[config.mk]
export PLATFORM = sky130hd
export DESIGN_NAME = hawk_rd_arb
export DESIGN_NICKNAME = d
export VERILOG_FILES = /design/src/rtl/hawk_rd_arb.sv
export SDC_FILE = /design/constraint.sdc
export NUM_CORES = 1
export LEC_CHECK = 0
export CAP_MARGIN = 10
export CORE_AREA = 2 2 516 518
export CTS_CLUSTER_SIZE = 30
export DETAILED_ROUTE_END_ITERATION = 8
export DIE_AREA = 0 0 518 520
export RECOVER_POWER = 100
export SYNTH_ARGS = -nofsm -noshare
export SYNTH_HDL_FRONTEND = slang
export SYNTH_SLANG_ARGS = --single-unit
[constraint.sdc]
create_clock -name clk_i -period 10.6 [get_ports clk_i]
set_clock_uncertainty 0.1 [all_clocks]
set_input_delay 2.12 -clock clk_i [delete_from_list [all_inputs] [get_ports clk_i]]
set_output_delay 2.12 -clock clk_i [all_outputs]
set_load 0.1 [all_outputs]
[src/rtl/hawk_rd_arb.sv]
// Shared AXI4 read-channel arbiter: round-robin AR grant into a single AR stage,
// with an in-order owner FIFO that steers R beats back to the issuing requester.
module hawk_rd_arb #(
    parameter int NUM_REQ = 3,
    parameter int ADDR_W  = 64,
    parameter int DATA_W  = 512,
    parameter int OUTSTD  = 4
) (
    input  logic                      clk_i,
    input  logic                      rst_ni,
    input  logic [NUM_REQ-1:0]        req_arvalid_i,
    input  logic [NUM_REQ*ADDR_W-1:0] req_araddr_i,
    input  logic [NUM_REQ*8-1:0]      req_arlen_i,
    output logic [NUM_REQ-1:0]        req_arready_o,
    output logic [NUM_REQ-1:0]        req_rvalid_o,
    input  logic [NUM_REQ-1:0]        req_rready_i,
    output logic [DATA_W-1:0]         rdata_o,
    output logic [1:0]                rresp_o,
    output logic                      rlast_o,
    output logic                      m_arvalid_o,
    output logic [ADDR_W-1:0]         m_araddr_o,
    output logic [7:0]                m_arlen_o,
    input  logic                      m_arready_i,
    input  logic                      m_rvalid_i,
    input  logic [DATA_W-1:0]         m_rdata_i,
    input  logic [1:0]                m_rresp_i,
    input  logic                      m_rlast_i,
    output logic                      m_rready_o,
    output logic                      busy_o,
    output logic                      err_o
);
    localparam int IDX_W = (NUM_REQ > 1) ? $clog2(NUM_REQ) : 1;
    localparam int PTR_W = (OUTSTD > 1) ? $clog2(OUTSTD) : 1;
    localparam int CNT_W = $clog2(OUTSTD) + 1;

    // Reduce an index in [0, 2*NUM_REQ-2] back into [0, NUM_REQ-1].
    function automatic logic [IDX_W-1:0] wrap_idx(input logic [IDX_W:0] v);
        if (v >= (IDX_W+1)'(NUM_REQ)) begin
            return IDX_W'(v - (IDX_W+1)'(NUM_REQ));
        end else begin
            return v[IDX_W-1:0];
        end
    endfunction

    function automatic logic [PTR_W-1:0] ptr_inc(input logic [PTR_W-1:0] p);
        if (p == PTR_W'(OUTSTD - 1)) begin
            return '0;
        end else begin
            return p + PTR_W'(1);
        end
    endfunction

    logic                 arvalid_q, arvalid_d;
    logic [ADDR_W-1:0]    araddr_q,  araddr_d;
    logic [7:0]           arlen_q,   arlen_d;
    logic [IDX_W-1:0]     rr_ptr_q,  rr_ptr_d;
    logic [PTR_W-1:0]     wr_ptr_q,  wr_ptr_d;
    logic [PTR_W-1:0]     rd_ptr_q,  rd_ptr_d;
    logic [CNT_W-1:0]     cnt_q,     cnt_d;
    logic                 err_q,     err_d;
    logic [IDX_W-1:0]     owner_q [OUTSTD];

    logic                 win_found_s;
    logic [IDX_W-1:0]     win_idx_s;
    logic [IDX_W-1:0]     cand_s;
    logic                 can_grant_s;
    logic [NUM_REQ-1:0]   grant_s;
    logic                 push_s;
    logic                 pop_s;
    logic                 fifo_empty_s;
    logic [IDX_W-1:0]     head_s;
    logic [NUM_REQ-1:0]   rvalid_s;
    logic                 rready_s;
    logic [ADDR_W-1:0]    sel_addr_s;
    logic [7:0]           sel_len_s;

    assign fifo_empty_s = (cnt_q == '0);
    assign can_grant_s  = ~arvalid_q & (cnt_q < CNT_W'(OUTSTD));
    assign head_s       = owner_q[rd_ptr_q];
    assign sel_addr_s   = req_araddr_i[int'(win_idx_s)*ADDR_W +: ADDR_W];
    assign sel_len_s    = req_arlen_i[int'(win_idx_s)*8 +: 8];

    // Round-robin scan: first valid requester at or above rr_ptr, wrapping.
    always_comb begin
        win_found_s = 1'b0;
        win_idx_s   = '0;
        cand_s      = '0;
        for (int k = 0; k < NUM_REQ; k++) begin
            cand_s = wrap_idx({1'b0, rr_ptr_q} + (IDX_W+1)'(k));
            if (!win_found_s && req_arvalid_i[cand_s]) begin
                win_found_s = 1'b1;
                win_idx_s   = cand_s;
            end else begin
                win_found_s = win_found_s;
            end
        end
    end

    // One-hot grant; only ever raised when the AR stage and FIFO have room.
    always_comb begin
        grant_s = '0;
        if (can_grant_s && win_found_s) begin
            grant_s[win_idx_s] = 1'b1;
        end else begin
            grant_s = '0;
        end
    end

    assign push_s = |grant_s;

    // R steering: head owner sees the beat; empty FIFO drains strays.
    always_comb begin
        rvalid_s = '0;
        rready_s = 1'b1;
        if (!fifo_empty_s) begin
            rvalid_s[head_s] = m_rvalid_i;
            rready_s         = req_rready_i[head_s];
        end else begin
            rvalid_s = '0;
            rready_s = 1'b1;
        end
    end

    assign pop_s = m_rvalid_i & rready_s & m_rlast_i & ~fifo_empty_s;

    // AR stage and round-robin pointer next state.
    always_comb begin
        arvalid_d = arvalid_q;
        araddr_d  = araddr_q;
        arlen_d   = arlen_q;
        rr_ptr_d  = rr_ptr_q;
        if (push_s) begin
            arvalid_d = 1'b1;
            araddr_d  = sel_addr_s;
            arlen_d   = sel_len_s;
            rr_ptr_d  = wrap_idx({1'b0, win_idx_s} + (IDX_W+1)'(1));
        end else if (arvalid_q && m_arready_i) begin
            arvalid_d = 1'b0;
        end else begin
            arvalid_d = arvalid_q;
        end
    end

    // Owner FIFO pointer/count next state and sticky stray-beat error.
    always_comb begin
        wr_ptr_d = push_s ? ptr_inc(wr_ptr_q) : wr_ptr_q;
        rd_ptr_d = pop_s  ? ptr_inc(rd_ptr_q) : rd_ptr_q;
        cnt_d    = cnt_q;
        case ({push_s, pop_s})
            2'b10:   cnt_d = cnt_q + CNT_W'(1);
            2'b01:   cnt_d = cnt_q - CNT_W'(1);
            default: cnt_d = cnt_q;
        endcase
        if (m_rvalid_i && fifo_empty_s) begin
            err_d = 1'b1;
        end else begin
            err_d = err_q;
        end
    end

    // AR stage, round-robin pointer and error flag registers.
    always_ff @(posedge clk_i or negedge rst_ni) begin
        if (!rst_ni) begin
            arvalid_q <= 1'b0;
            araddr_q  <= '0;
            arlen_q   <= 8'd0;
            rr_ptr_q  <= '0;
            err_q     <= 1'b0;
        end else begin
            arvalid_q <= arvalid_d;
            araddr_q  <= araddr_d;
            arlen_q   <= arlen_d;
            rr_ptr_q  <= rr_ptr_d;
            err_q     <= err_d;
        end
    end

    // Owner FIFO storage, pointers and occupancy.
    always_ff @(posedge clk_i or negedge rst_ni) begin
        if (!rst_ni) begin
            for (int i = 0; i < OUTSTD; i++) begin
                owner_q[i] <= '0;
            end
            wr_ptr_q <= '0;
            rd_ptr_q <= '0;
            cnt_q    <= '0;
        end else begin
            if (push_s) begin
                owner_q[wr_ptr_q] <= win_idx_s;
            end
            wr_ptr_q <= wr_ptr_d;
            rd_ptr_q <= rd_ptr_d;
            cnt_q    <= cnt_d;
        end
    end

    assign req_arready_o = grant_s;
    assign req_rvalid_o  = rvalid_s;
    assign m_rready_o    = rready_s;
    assign rdata_o       = m_rdata_i;
    assign rresp_o       = m_rresp_i;
    assign rlast_o       = m_rlast_i;
    assign m_arvalid_o   = arvalid_q;
    assign m_araddr_o    = araddr_q;
    assign m_arlen_o     = arlen_q;
    assign busy_o        = ~fifo_empty_s | arvalid_q;
    assign err_o         = err_q;

endmodule

==> flow_summary_export.csv, run 1 <==
group,metric,value,unit
die,rows,189,
final_layout,fin_cells,4361,
die,core,264000,sq um
place,routabilityCongestion,0.985,
die,die_x,518,microns
synth,synth_nets,1793,
synth,synth.avg_cell_area,8.79,sq um
critical_path,critPathMaxFanout,37,
place,dp_hpwl,179000,microns
detailed_routing,wl,189000,microns
flow_run,maxCapViolCount,27,
synth,ys.flop_type,"dfrtp_1",
outcome,status,"finished, violations left",
global_routing,grt_pass1_wl,207000,microns
synth,synthAdderAreaFrac,0.0159,
clocking,hold_buffers,0,
clocking,cts_buffer_depth,2,
clocking,cts_resized,0,
critical_path,crit_arrival,6.56,ns
hold_path,hp-class,"reg -> reg",
timing,min_period,8.78,ns
critical_path,reg2reg_to,"m_araddr_o[44]",
power,ir_worst_vdd,0.260,mV
power,leakagePower,3.99,nW
synth,synth_cell_types,45,
hold_path,whs_endpoint,"owner_q[4]",
place,placed_cells,4335,
synth,synth.area.mux_share,0.101,
timing,worst_slew_pin_slew,3.27,ns
die,io_pins,1338,
die,initial_core_util,0.0347,
die,fp.dieH,520,microns
synth,yosysTopAreaCellShare,0.425,
detailed_routing,vias,7270,
synth,synthCells,1041,
synth,synthMostInstantiatedCell,"buf_4",
global_routing,grt_start_max_net_pins,70,
detailed_routing,detail_route.first_pass.iterations,5,
detailed_routing,ant_nets,0,
timing,hold_violations,0,
critical_path,crit_type,"in -> out",
global_routing,antenna_found_initial,62,
final_layout,fin_nets,1565,
critical_path,r2r_cells,10,
global_routing,grt_pass1_vias,7048,
timing,relSlewSlack,-1.18,
synth,netlist_area,9150,sq um
detailed_routing,wl_per_cell,43.2,microns
place,portBuffers,309,
synth,synthArstFlopShare,1.00,
timing,fmax,114,MHz
synth,synth_compound_area_frac,0.0921,
synth,synthTopCellsByCount,"buf_4 (518), dfrtp_1 (91), inv_1 (89)",
detailed_routing,drt_drc_violations_left,0,
power,finalPower,4.02,mW
critical_path,required,8.38,ns
final_layout,syn2layout_area_growth,40.5,%
timing,slew_viol_final,188,
clocking,clk_latency,0.42,ns
hold_path,hp-start,"owner_q[4]",
synth,synthXorXnorAreaFrac,0.00287,
synth,ys_ff_latch,91,
clocking,cts.sink_count,91,
outcome,violations,"max-capacitance violations, max-slew violations",
critical_path,r2r_slack,4.66,ns
clocking,cts_tree,"built",
clocking,path_clk_slew,0.08,ns
power,p_per_area,312,nW/um^2
synth,synth.area.top_cells,"buf_4 (43%), dfrtp_1 (25%), mux2i_1 (8.4%)",
critical_path,startpoint_type,"primary input",
die,die-area,269000,sq um
synth,yosysTopAreaCell,"buf_4",
final_layout,drive_gt1_frac,0.0452,
clocking,cts_buffers,9,
global_routing,grt-ovfl-total,0,
critical_path,endpoint_kind,"output port",
synth,synth_top_family_by_area,"buffers and inverters",
global_routing,grt_use_total,0.135,
place,placed_cell_area,12600,sq um
synth,synth-edff-count,0,
detailed_routing,viasPerCell,1.67,
timing,grt_setup_unrepaired,"false",
synth,synth-simple-area-share,0.0574,
clocking,h-tree-depth,3,
final_layout,fin_area,12900,sq um
timing,period_share,0.828,
clocking,clock_tree.root_cell,"clkbuf_16",
timing,setup_tns,0,ns
synth,ys_seq_area_frac,0.249,
critical_path,rr_startpoint,"rr_ptr_q[1]",
hold_path,whs_path_depth,1,
detailed_routing,drt_iter0_drc,655,
synth,ys_warn_count,0,
clocking,cts_setup_buffers,0,
timing,setup_violations,0,
[per-layer routing]
layer	global-route usage	share of wire	vias to the layer above
li1	-	-	2495
met1	0.0458	0.11	3018
met2	0.183	0.38	1272
met3	0.273	0.43	443
met4	0.0777	0.068	42
met5	0	0.0016	-
[logic make-up (layout without fill, tap and decap cells)]
logic type                 count (synthesis)  after routing
AOI/OAI and AO/OA                         99             99
xor gates and xnor gates                   3              3
adders and majority gates                 11             11
buffers and inverters                    646            423
DFF                                       91             91
muxes                                     88             88
other                                      0             10
and+or+nand+nor                          103            103
[where the power goes]
group | switching, mW | leakage (nW) | internal, mW | total, mW
Sequential | 0.125 | 1.00 | 0.528 | 0.652
Combinational | 2.27 | 2.83 | 0.678 | 2.94
Clock | 0.220 | 0.153 | 0.200 | 0.420
Total | 2.61 | 3.99 | 1.41 | 4.02
[registers in the layout, indices dropped and copies added (netlist names)]
name         count
cnt_q            3
err_o            1
m_araddr_o      64
m_arlen_o        8
m_arvalid_o      1
owner_q          8
rd_ptr_q         2
rr_ptr_q         2
wr_ptr_q         2
[final cells by class]
cell class | instances | area, sq um
inverters | 89 | 334
repair buffers | 318 | 3000
flip-flops and latches | 91 | 2280
clock buffers | 12 | 256
well taps | 3533 | 4420
fillers | 31300 | 251000
clock inverters | 4 | 56.3
diodes | 10 | 25.0
multi-input cells | 304 | 2490
[layout by cell type, fill, tap and decap left out, types with 4 or more instances in the layout]
master and n:
o211ai_1 4, ha_1 10, mux2_2 6, diode_2 10, o21ai_0 4, buf_4 6, clkbuf_16 9, mux2i_1 77
a22oi_1 4, a221oi_1 72, inv_1 89, dlygate4sd3_1 59, nor2_1 6, nor3_1 78, clkbuf_1 30, dfrtp_1 91
clkdlybuf4s50_1 223
[worst max-delay path, stage by stage]
cell and delay, ns:
clkdlybuf4s50_1 0.57, mux2i_1 0.13, o21ai_0 0.38, nor3_1 0.14, o32ai_4 0.21, clkbuf_1 1.45, and2_4 0.63, nor2b_1 0.44
buf_4 0.41
[metrics by stage]
stage	setup WS [ns]	hold slack (ns)	utilization
finish	1.82	0.414	0.0487
global route	1.58	0.427	0.0487
detailed placement	3.06	0.395	0.0478
CTS	3.05	0.413	0.0490
global placement	3.04	0.387	0.0478
floorplan	3.44	0.374	-
[how the worst max path moves through the flow]
stage / startpoint / end / cells past startpoint
4_1_cts: req_arvalid_i[1] / req_arready_o[2] / 9
3_3_place_gp: req_arvalid_i[1] / req_arready_o[2] / 9
3_5_place_dp: req_arvalid_i[1] / req_arready_o[2] / 9
2_1_floorplan: req_arvalid_i[0] / req_arready_o[2] / 8
6_report: req_arvalid_i[1] / req_arready_o[2] / 9
5_1_grt: req_arvalid_i[1] / req_arready_o[2] / 9
(Power assumes the default switching activity.)
==> inputs of run 2 (changes only) <==
--- a/config.mk
+++ b/config.mk
@@ -6,10 +6,10 @@
 export NUM_CORES = 1
 export LEC_CHECK = 0
 export CAP_MARGIN = 10
-export CORE_AREA = 2 2 516 518
+export CORE_AREA = 2 2 529 531
 export CTS_CLUSTER_SIZE = 30
 export DETAILED_ROUTE_END_ITERATION = 8
-export DIE_AREA = 0 0 518 520
+export DIE_AREA = 0 0 531 533
 export RECOVER_POWER = 100
 export SYNTH_ARGS = -nofsm -noshare
 export SYNTH_HDL_FRONTEND = slang
==> constraint.sdc (replaced) <==
create_clock -name clk_i -period 7.97 [get_ports clk_i]
set_clock_uncertainty 0.1 [all_clocks]
set_input_delay 1.594 -clock clk_i [delete_from_list [all_inputs] [get_ports clk_i]]
set_output_delay 1.594 -clock clk_i [all_outputs]
set_load 0.1 [all_outputs]
==> run 2 against run 1 <==
The run still ends with max-capacitance violations, max-slew violations left. Flip-flop and latch count is the same. Combinational power grew 34%. Register-to-register slack lost 2.2 ns. Via count shrank 0.87%. Critical endpoint unchanged. Largest cell class unchanged. Largest power group unchanged. Highest routed layer unchanged.
==> flow_summary_export.csv, run 2 (synthesis gave the netlist of run 1 again) <==
group,metric,value,unit
final_layout,fin_util,0.0474,
timing,grt_setup_unrepaired,"false",
final_layout,fin_cells,4557,
final_layout,syn2layout_area_growth,44.0,%
critical_path,critPathMaxFanout,37,
clocking,clk_latency,0.42,ns
place,placed_cells,4536,
final_layout,fin_nets,1575,
global_routing,antenna_found_initial,55,
detailed_routing,drt_drc_violations_left,0,
power,ir_worst_vdd,0.167,mV
timing,slew_viol_final,146,
clocking,cts_buffers,9,
critical_path,crit_chain,"dlygate4sd3_1 -> mux2i_1 -> o21ai_0 -> nor3_1 -> o32ai_4 -> and2_2 -> nor2b_1 -> buf_4 -> buf_4",
clocking,cts_buffer_depth,2,
critical_path,crit_type,"in -> out",
critical_path,crit_slowest_cell,"and2_2",
timing,relSlewSlack,-0.902,
detailed_routing,wl_per_cell,41.7,microns
timing,setup_violations,0,
final_layout,final_cell_mix,"clkdlybuf4s50_1 (222), dfrtp_1 (91), inv_1 (89)",
place,placed_cell_area,13000,sq um
timing,worst_slew_pin_slew,2.85,ns
final_layout,fin_area,13200,sq um
outcome,violations,"max-capacitance violations, max-slew violations",
critical_path,critPathMaxStageDelay,0.88,ns
die,rows,194,
hold_path,hp-class,"reg -> reg",
global_routing,grt_pass1_vias,7028,
detailed_routing,vias,7207,
timing,setup_tns,0,ns
global_routing,grt_pass1_wl,207000,microns
flow_run,maxCapViolCount,15,
detailed_routing,ant_nets,0,
final_layout,fillerInstances,32900,
global_routing,grt-ovfl-total,0,
critical_path,cp_common_cell,"buf_4",
critical_path,r2r_cells,11,
hold_path,whs_path_depth,1,
clocking,cts_tree,"built",
power,intPower,1.88,mW
timing,holdWs,0.417,ns
timing,min_period,6.64,ns
critical_path,r2r_slack,2.45,ns
power,finalPower,5.39,mW
critical_path,startpoint_type,"primary input",
critical_path,reg2reg_to,"m_araddr_o[26]",
critical_path,endpoint_kind,"output port",
clocking,cts_setup_buffers,0,
critical_path,required,6.28,ns
final_layout,seqCellArea,2280,sq um
power,leakagePower,4.00,nW
place,routabilityCongestion,0.947,
power,power_frac_seq,0.166,
hold_path,hp-start,"owner_q[6]",
global_routing,grt_start_max_net_pins,55,
clocking,path_clk_slew,0.11,ns
critical_path,crit_arrival,4.94,ns
place,dp_slack,1.46,ns
clocking,clock_tree.root_cell,"clkbuf_16",
detailed_routing,viasPerCell,1.58,
power,combPwrFrac,0.732,
power,clkPwrFrac,0.101,
critical_path,rr_startpoint,"rr_ptr_q[0]",
die,fp.dieH,533,microns
final_layout,layout_commonest_cell,"clkdlybuf4s50_1",
die,die-area,283000,sq um
timing,fin_ws,1.33,ns
power,switching_share,0.651,
die,die_x,531,microns
die,initial_core_util,0.0329,
timing,fmax,151,MHz
clocking,cts.sink_count,91,
timing,hold_violations,0,
clocking,h-tree-depth,3,
outcome,status,"finished, violations left",
power,p_switching,3.50,mW
timing,period_share,0.833,
hold_path,whs_endpoint,"owner_q[6]",
detailed_routing,drt_iter0_drc,428,
detailed_routing,wl,190000,microns
power,p_per_area,409,nW/um^2
place,dp_hpwl,181000,microns
clocking,hold_buffers,0,
global_routing,grt_use_total,0.129,
final_layout,drive_gt1_frac,0.0665,
final_layout,multiInputGateArea,2510,sq um
detailed_routing,detail_route.first_pass.iterations,5,
place,portBuffers,309,
die,core,278000,sq um
die,io_pins,1338,
clocking,cts_resized,0,
final_layout,largest_register_ffs,64,
==> run 2: changes by cell type in the layout (fill, tap and decap cells not counted), moves of 2 or more <==
cell / delta
mux2i_2: +6
dlygate4sd3_1: +3
diode_2: -4
clkbuf_8: -2
buf_4: +12
mux2i_1: -6
clkbuf_1: -5
==> run 2: power groups by stage <==
stage	registers [mW]	clock network, mW	logic, mW
3_5_place_dp	0.904	0	4.16
4_1_cts	0.897	0.591	4.17
2_1_floorplan	2.10	0	2.63
6_report	0.897	0.546	3.94
3_3_place_gp	0.900	0	4.14
5_1_grt	0.916	0.592	4.13
==> run 2: worst max-delay path by stage <==
| stage | end | startpoint | depth (start not counted) |
|---|---|---|---|
| CTS | req_arready_o[2] | req_arvalid_i[1] | 8 |
| detailed placement | req_arready_o[2] | req_arvalid_i[1] | 8 |
| floorplan | req_arready_o[2] | req_arvalid_i[0] | 8 |
| global placement | req_arready_o[2] | req_arvalid_i[2] | 8 |
| global route | req_arready_o[2] | req_arvalid_i[1] | 9 |
| finish | req_arready_o[2] | req_arvalid_i[1] | 9 |
==> run 2: layout make-up <==
type,instances,area share
Tap cell,3724,0.354
Timing Repair Buffer,328,0.234
Multi-Input combinational cell,304,0.191
Sequential cell,91,0.173
Inverter,89,0.0254
Clock buffer,9,0.0171
Clock inverter,6,0.00551
Antenna cell,6,0.00114
==> run 2: worst max-delay path: cells and delay by family <==
family | cells | cell delay [ns]
muxes | 1 | 0.13
and+or+nand+nor | 3 | 1.43
buffers and inverters | 3 | 1.13
AOI/OAI and AO/OA | 2 | 0.64
==> run 2: per-layer routing <==
metal / global-route usage / vias up / wire length [microns]
li1: - / 2521 / -
met1: 0.0463 / 2973 / 23100
met2: 0.176 / 1250 / 72900
met3: 0.259 / 413 / 82200
met4: 0.0674 / 50 / 11700
met5: 0.000169 / - / 342
